<file path="src/rtl/lcd1602_responder.sv">
// HD44780 / LCD1602 panel model: the receiving end of the rs/rw/enable/data bus.
// Decodes instructions, owns DDRAM/CGRAM, the address counter and the busy flag.
module lcd1602_responder #(
    parameter int BUSY_CYCLES       = 40,
    parameter int CLEAR_BUSY_CYCLES = 1600
) (
    input  logic       clk,
    input  logic       reset,
    input  logic       rs,
    input  logic       rw,
    input  logic       enable,
    input  logic [7:0] data_i,
    output logic [7:0] data_o,
    output logic       busy,
    output logic [6:0] ac,
    output logic       disp_on,
    output logic       cursor_on,
    output logic       blink_on,
    output logic       two_line,
    output logic       eight_bit,
    output logic [5:0] disp_shift,
    input  logic [6:0] mon_dd_addr,
    output logic [7:0] mon_dd_data,
    input  logic [5:0] mon_cg_addr,
    output logic [7:0] mon_cg_data,
    output logic       cmd_err
);
    localparam int CNT_W = $clog2(CLEAR_BUSY_CYCLES + BUSY_CYCLES + 1);
    localparam logic [1:0] S_IDLE  = 2'd0;
    localparam logic [1:0] S_BUSY  = 2'd1;
    localparam logic [1:0] S_CLEAR = 2'd2;

    logic [1:0]       state;
    logic [CNT_W-1:0] cnt;
    logic [6:0]       clr_idx;
    logic             en_q;
    logic             fall;
    logic             id_inc;
    logic             s_shift;
    logic             cg_sel;
    logic [6:0]       dd_idx;
    logic [7:0]       ram_rd;
    logic [7:0]       ddram [80];
    logic [4:0]       cgram [64];

    function automatic logic [6:0] ac_step(input logic [6:0] a, input logic up,
                                           input logic cg, input logic two);
        logic [6:0] r;
        if (cg)
            r = {1'b0, up ? a[5:0] + 6'd1 : a[5:0] - 6'd1};
        else if (two) begin
            if (up) r = (a == 7'h27) ? 7'h40 : (a == 7'h67) ? 7'h00 : a + 7'd1;
            else    r = (a == 7'h00) ? 7'h67 : (a == 7'h40) ? 7'h27 : a - 7'd1;
        end else begin
            if (up) r = (a == 7'h4F) ? 7'h00 : a + 7'd1;
            else    r = (a == 7'h00) ? 7'h4F : a - 7'd1;
        end
        return r;
    endfunction

    function automatic logic [5:0] shift_step(input logic [5:0] s, input logic up);
        if (up) return (s == 6'd39) ? 6'd0 : s + 6'd1;
        else    return (s == 6'd0) ? 6'd39 : s - 6'd1;
    endfunction

    // Out-of-window DDRAM addresses fold back to the start of their line.
    function automatic logic [6:0] dd_set(input logic [6:0] a, input logic two);
        if (two) return (a[5:0] > 6'h27) ? (a & 7'h40) : a;
        else     return (a > 7'h4F) ? 7'h00 : a;
    endfunction

    function automatic logic [6:0] dd_index(input logic [6:0] a, input logic two);
        if (two) return (a[6] ? 7'd40 : 7'd0) + {1'b0, a[5:0]};
        else     return a;
    endfunction

    assign fall   = en_q & ~enable;
    assign busy   = (state != S_IDLE);
    assign dd_idx = dd_index(ac, two_line);
    assign ram_rd = cg_sel ? {3'b000, cgram[ac[5:0]]}
                           : ((dd_idx < 7'd80) ? ddram[dd_idx] : 8'h20);
    assign data_o = (enable && rw) ? (rs ? ram_rd : {busy, ac}) : 8'h00;
    assign mon_dd_data = (mon_dd_addr < 7'd80) ? ddram[mon_dd_addr] : 8'h00;
    assign mon_cg_data = {3'b000, cgram[mon_cg_addr]};

    always_ff @(posedge clk or negedge reset) begin
        if (!reset) begin
            state      <= S_CLEAR;
            cnt        <= CNT_W'(CLEAR_BUSY_CYCLES - 1);
            clr_idx    <= 7'd0;
            en_q       <= 1'b0;
            ac         <= 7'd0;
            id_inc     <= 1'b1;
            s_shift    <= 1'b0;
            cg_sel     <= 1'b0;
            disp_on    <= 1'b0;
            cursor_on  <= 1'b0;
            blink_on   <= 1'b0;
            two_line   <= 1'b0;
            eight_bit  <= 1'b1;
            disp_shift <= 6'd0;
            cmd_err    <= 1'b0;
        end else begin
            en_q    <= enable;
            cmd_err <= 1'b0;
            case (state)
                S_BUSY: begin
                    if (cnt == '0) state <= S_IDLE;
                    else           cnt   <= cnt - 1'b1;
                end
                S_CLEAR: begin
                    if (clr_idx < 7'd80) clr_idx <= clr_idx + 7'd1;
                    if (cnt == '0) state <= S_IDLE;
                    else           cnt   <= cnt - 1'b1;
                end
                default: ;
            endcase
            // Bus transfers only act from IDLE, so they never collide with the countdown above.
            if (fall) begin
                if (!rw) begin
                    if (state != S_IDLE) begin
                        cmd_err <= 1'b1;
                    end else if (!rs) begin
                        state <= S_BUSY;
                        cnt   <= CNT_W'(BUSY_CYCLES - 1);
                        casez (data_i)
                            8'b1???????: begin
                                ac     <= dd_set(data_i[6:0], two_line);
                                cg_sel <= 1'b0;
                            end
                            8'b01??????: begin
                                ac     <= {1'b0, data_i[5:0]};
                                cg_sel <= 1'b1;
                            end
                            8'b001?????: begin
                                eight_bit <= data_i[4];
                                two_line  <= data_i[3];
                            end
                            8'b0001????: begin
                                if (data_i[3]) disp_shift <= shift_step(disp_shift, data_i[2]);
                                else           ac <= ac_step(ac, data_i[2], cg_sel, two_line);
                            end
                            8'b00001???: begin
                                disp_on   <= data_i[2];
                                cursor_on <= data_i[1];
                                blink_on  <= data_i[0];
                            end
                            8'b000001??: begin
                                id_inc  <= data_i[1];
                                s_shift <= data_i[0];
                            end
                            8'b0000001?: begin
                                ac         <= 7'd0;
                                disp_shift <= 6'd0;
                                cg_sel     <= 1'b0;
                                cnt        <= CNT_W'(CLEAR_BUSY_CYCLES - 1);
                            end
                            8'b00000001: begin
                                ac         <= 7'd0;
                                id_inc     <= 1'b1;
                                disp_shift <= 6'd0;
                                cg_sel     <= 1'b0;
                                state      <= S_CLEAR;
                                cnt        <= CNT_W'(CLEAR_BUSY_CYCLES - 1);
                                clr_idx    <= 7'd0;
                            end
                            default: state <= S_IDLE;
                        endcase
                    end else begin
                        ac    <= ac_step(ac, id_inc, cg_sel, two_line);
                        state <= S_BUSY;
                        cnt   <= CNT_W'(BUSY_CYCLES - 1);
                        if (s_shift) disp_shift <= shift_step(disp_shift, id_inc);
                    end
                end else if (rs) begin
                    if (state != S_IDLE) cmd_err <= 1'b1;
                    else                 ac <= ac_step(ac, id_inc, cg_sel, two_line);
                end
            end
        end
    end

    // RAM contents are not reset; CLEAR has priority because data writes require IDLE.
    always_ff @(posedge clk) begin
        if (state == S_CLEAR && clr_idx < 7'd80) begin
            ddram[clr_idx] <= 8'h20;
        end else if (fall && !rw && rs && state == S_IDLE) begin
            if (cg_sel)              cgram[ac[5:0]] <= data_i[4:0];
            else if (dd_idx < 7'd80) ddram[dd_idx]  <= data_i;
        end
    end
endmodule
</file>
<file path="config.mk">
export PLATFORM = sky130hd
export DESIGN_NAME = lcd1602_responder
export DESIGN_NICKNAME = d
export VERILOG_FILES = /design/src/rtl/lcd1602_responder.sv
export SDC_FILE = /design/constraint.sdc
export NUM_CORES = 1
export LEC_CHECK = 0
export CAP_MARGIN = 20
export CORE_UTILIZATION = 40
export CTS_CLUSTER_SIZE = 28
export DETAILED_ROUTE_END_ITERATION = 8
export GPL_ROUTABILITY_DRIVEN = 1
export PLACE_DENSITY = 0.54
export SYNTH_ARGS = -nofsm -noshare
export SYNTH_HDL_FRONTEND = slang
export SYNTH_SLANG_ARGS = --single-unit
</file>
<file path="constraint.sdc">
create_clock -name clk -period 7.6 [get_ports clk]
set_clock_uncertainty 0.2 [all_clocks]
set_input_delay 1.52 -clock clk [delete_from_list [all_inputs] [get_ports clk]]
set_output_delay 1.52 -clock clk [all_outputs]
set_load 0.02 [all_outputs]
</file>
==> impl_results.md <==
- Run status: completed
- Routed vias: ~33k
- Max H-tree Level: 3
- Period utilization: between 90% and 100%
- Netlist area before placement: ~0.05 mm^2
- Clock edge transition at the registers on the reported setup and hold paths: approximately 0.06 ns
- Slew Limit Headroom: approximately a fifth
- Async set-reset flop share out of synthesis: about 4.3%
- Register-to-Register Setup Slack: around 2.1 ns
- Final net count: between 3k and 4k
- Aggregate global-route resource usage: slightly below 30%
- Cell types with the largest area share after synthesis: edfxtp_1 (59%), mux4_2 (16%), mux2_2 (2.5%)
- Worst R2R Start: ac[6]
- Clock network latency to the later pin of the worst-skew pair: roughly 0.71 ns
- Peak VDD IR: 0.257 mV
- Residual DRC count: 0
- Cell variety after synth: 96
- Number of buffers inserted by port buffering: 66
- Number of design-rule violations left by the first detailed-router iteration: between 5k and 6k
- Worst Hold Path EP: cursor_on
- Min-Delay Path Class: flip-flop to flip-flop
- Min Hold Slack: slightly below 0.3 ns
- Detail Placement HPWL: ~120000 um
- Proportion of layout cells with a drive suffix above 1: about a quarter
- CTS tree: built
- Count of warnings emitted by yosys: 0
- Number of flip-flops and latches in the synthesized netlist: between 1k and 1.5k
- Resize count post-CTS: 0
- Fin crit period: approximately 7.3 ns
- Area of the core region: roughly 0.12 mm^2
- Die Wd: about 350 um
- Area of the die: around 0.12 mm^2
- Filler instances: slightly above 10k
- Part of the total power dissipated in the clock network: between 30% and 40%
- Internal Pwr Total: 11.2 mW
- Via density: around 6.7
- Area Growth Syn to Fin: 13.7%
- Global-route wire length before repair: between 200000 and 300000 um
- Largest fanout on the critical path: 64
- Number of standard cells in the layout, taps in and fillers out: slightly below 5k
- Cell Area, Placed: approximately 0.052 mm^2
- Most used DFF post-synth: edfxtp_1
- Starting Density: just over 40%
- Largest net degree at the start of global routing: 81
- Number of flops mapped to enable cells by yosys: 960
- Placement Rows: 127
- Overall power of the completed layout: about 18 mW
- Post-Layout Inst Area: 0.0556 mm^2
- Cell count after synthesis: roughly 3.1k
- Worst-case setup margin in the final layout: 0.348 ns
- Chip height: 352 um
- Dominant cell type by area after synthesis: edfxtp_1
- Depth of the most critical reg-to-reg path: 9
- Number of CTS-inserted buffers: roughly 110
- Overall overflow remaining after global route: 0
- Req. time, crit path: 5.88 ns
- Slew at the pin with the worst max-slew slack: around 1.2 ns
- Count of final setup violators: 0
- Clk root buf: clkbuf_16
- Capturing point of the worst reg2reg path: ddram[62][1]
- Mean Syn Cell Area: between 15 and 20 um^2
- Placed cell count: around 4.7k
- Initial antenna violation count: 8
- Kind of end point of the critical path: primary output
- Switching portion of total power: between 30 and 40%
- Global placer's final weighted congestion: 0.949
- Worst min-delay path startpoint: cursor_on
- Util after Layout: 46.1%
- Post-CTS setup buffer count: 0
- Max-capacitance violation count: 0
- Max-slew violation total from the final report: 0
- RSZ-0062 raised after global routing: no
- Top Ports: 70
- Pre-CTS setup slack: approximately 1.1 ns
- Sequential area share after synthesis: 61.1%
- Signal arrival time at the worst endpoint: 5.53 ns
- CTS sink count: approximately 1k
- Flop pwr share: 35.2%
- Maximum achievable frequency: about 0.14 GHz
- Final wirelength: roughly 180000 um
- Total power per unit cell area: about 320 mW/mm^2
- Final total negative setup slack: 0 ns
- Relative contribution of combinational cells to total power: between 30% and 40%
- Critical Path Start Type: flip-flop
- Final Hold Vio Count: 0
- Launch point of the critical path: ac[0]
- Category of the critical setup timing path: flip-flop to primary output
- Wire length per cell: 36.7 um
- Antenna-violating nets left: 0
- Share of the synthesized area in the top cell type: about three fifths
- First-pass detailed-route iteration total: 6
- Switching Power: 6.65 mW
- Number of buffers on the longest clock path: 3
- Hold Crit Depth: 2
- Number of global-route vias before repair: roughly 33k
- Leakage power of the design: 17.8 nW
- Number of hold-repair buffers added at the cts stage: 0
-- worst max path at each step --
stage | to | slack [ns]
global route | data_o[2] | 0.27
detailed placement | mon_dd_data[7] | 1.15
CTS | data_o[2] | 0.43
global placement | mon_dd_data[4] | 1.09
floorplan | mon_dd_data[3] | 2.38
finish | data_o[2] | 0.35
-- flip-flops by register name, summed over array words and instances (netlist names), 2 cells and up --
register,count
ddram,640
cgram,320
cnt,11
ac,7
clr_idx,7
disp_shift,6
state,2
-- final cells by class --
type | count | area, um^2 | area share [%]
Clock inverter | 69 | 790 | 1.42
Antenna cell | 3 | 7.51 | 0.0135
Tap cell | 1612 | 2020 | 3.62
Timing Repair Buffer | 261 | 2340 | 4.21
Inverter | 33 | 125 | 0.225
Sequential cell | 1003 | 29900 | 53.8
Clock buffer | 129 | 2780 | 5.00
Multi-Input combinational cell | 1838 | 17700 | 31.7
-- Yosys cell counts, drive strengths merged, types with 6 or more instances --
cell	number
a2111oi	7
a211oi	27
a21oi	119
a221o	8
a221oi	15
a22oi	13
a2bb2oi	12
a31oi	20
and3	9
buf	159
clkbuf	90
dfrtp	32
dfstp	11
edfxtp	960
ha	12
inv	30
mux2	109
mux2i	108
mux4	344
nand2	102
nand2b	20
nand3	38
nand3b	8
nand4	10
nor2	276
nor2b	13
nor3	34
nor4	11
o211ai	14
o21ai	127
o221ai	83
o22a	9
o22ai	144
o311ai	7
o31ai	19
or2	6
or3	8
xnor2	13
xor2	9
-- metal layers --
metal / vias to the layer above / wire, um / part of all wire (%) / track usage, %
met2: 2390 / 84100 / 46 / 46.4
met1: 17209 / 67900 / 37 / 38.2
met5: - / 73 / 0.040 / 0
met3: 517 / 20100 / 11 / 7.20
met4: 8 / 9710 / 5.3 / 14.0
li1: 13180 / - / - / -
-- critical path: stages (launching register included) --
cell             delay, ns
dfrtp_4               0.86
buf_12                0.46
buf_4                 0.46
mux2i_1               0.25
a2bb2oi_1             0.08
o211ai_1              0.23
a21oi_1               0.24
or4_1                 0.57
o311ai_1              0.55
buf_4                 0.24
a31oi_1               0.17
clkdlybuf4s50_1       0.59
-- kinds of logic (layout without fill, tap and decap cells) --
group,Yosys count,count (layout),synth area share [%]
adder cells (fa/ha/maj),12,12,0.307
buffers and inverters,282,492,3.00
flip-flops,1003,1003,61.1
AND/OR/NAND/NOR,561,561,5.25
AO/OA/AOI/OAI,679,679,9.38
XOR/XNOR,22,22,0.394
other,1,6,0.00766
multiplexers,561,561,20.5
-- power by group through the flow --
stage / Combinational [mW] / Sequential, mW / Clock, mW
after floorplan: 3.45 / 6.28 / 0
after global placement: 5.93 / 6.40 / 0
after detailed placement: 5.95 / 6.40 / 0
after CTS: 5.97 / 6.29 / 5.45
after global routing: 6.29 / 6.30 / 5.64
final: 6.17 / 6.29 / 5.41
-- cell usage in the layout, fill, tap and decap left out, drive strengths merged, types with 13 or more instances in the layout --
cell type,n
a211oi,27
a21oi,119
a221oi,15
a22oi,13
a31oi,20
buf,207
bufinv,16
clkbuf,129
clkdlybuf4s50,54
clkinv,44
dfrtp,32
edfxtp,960
inv,35
mux2,109
mux2i,108
mux4,344
nand2,102
nand2b,20
nand3,38
nor2,276
nor2b,13
nor3,34
o211ai,14
o21ai,127
o221ai,83
o22ai,144
o31ai,19
xnor2,13
No activity file was read; power rests on OpenSTA's default activity.
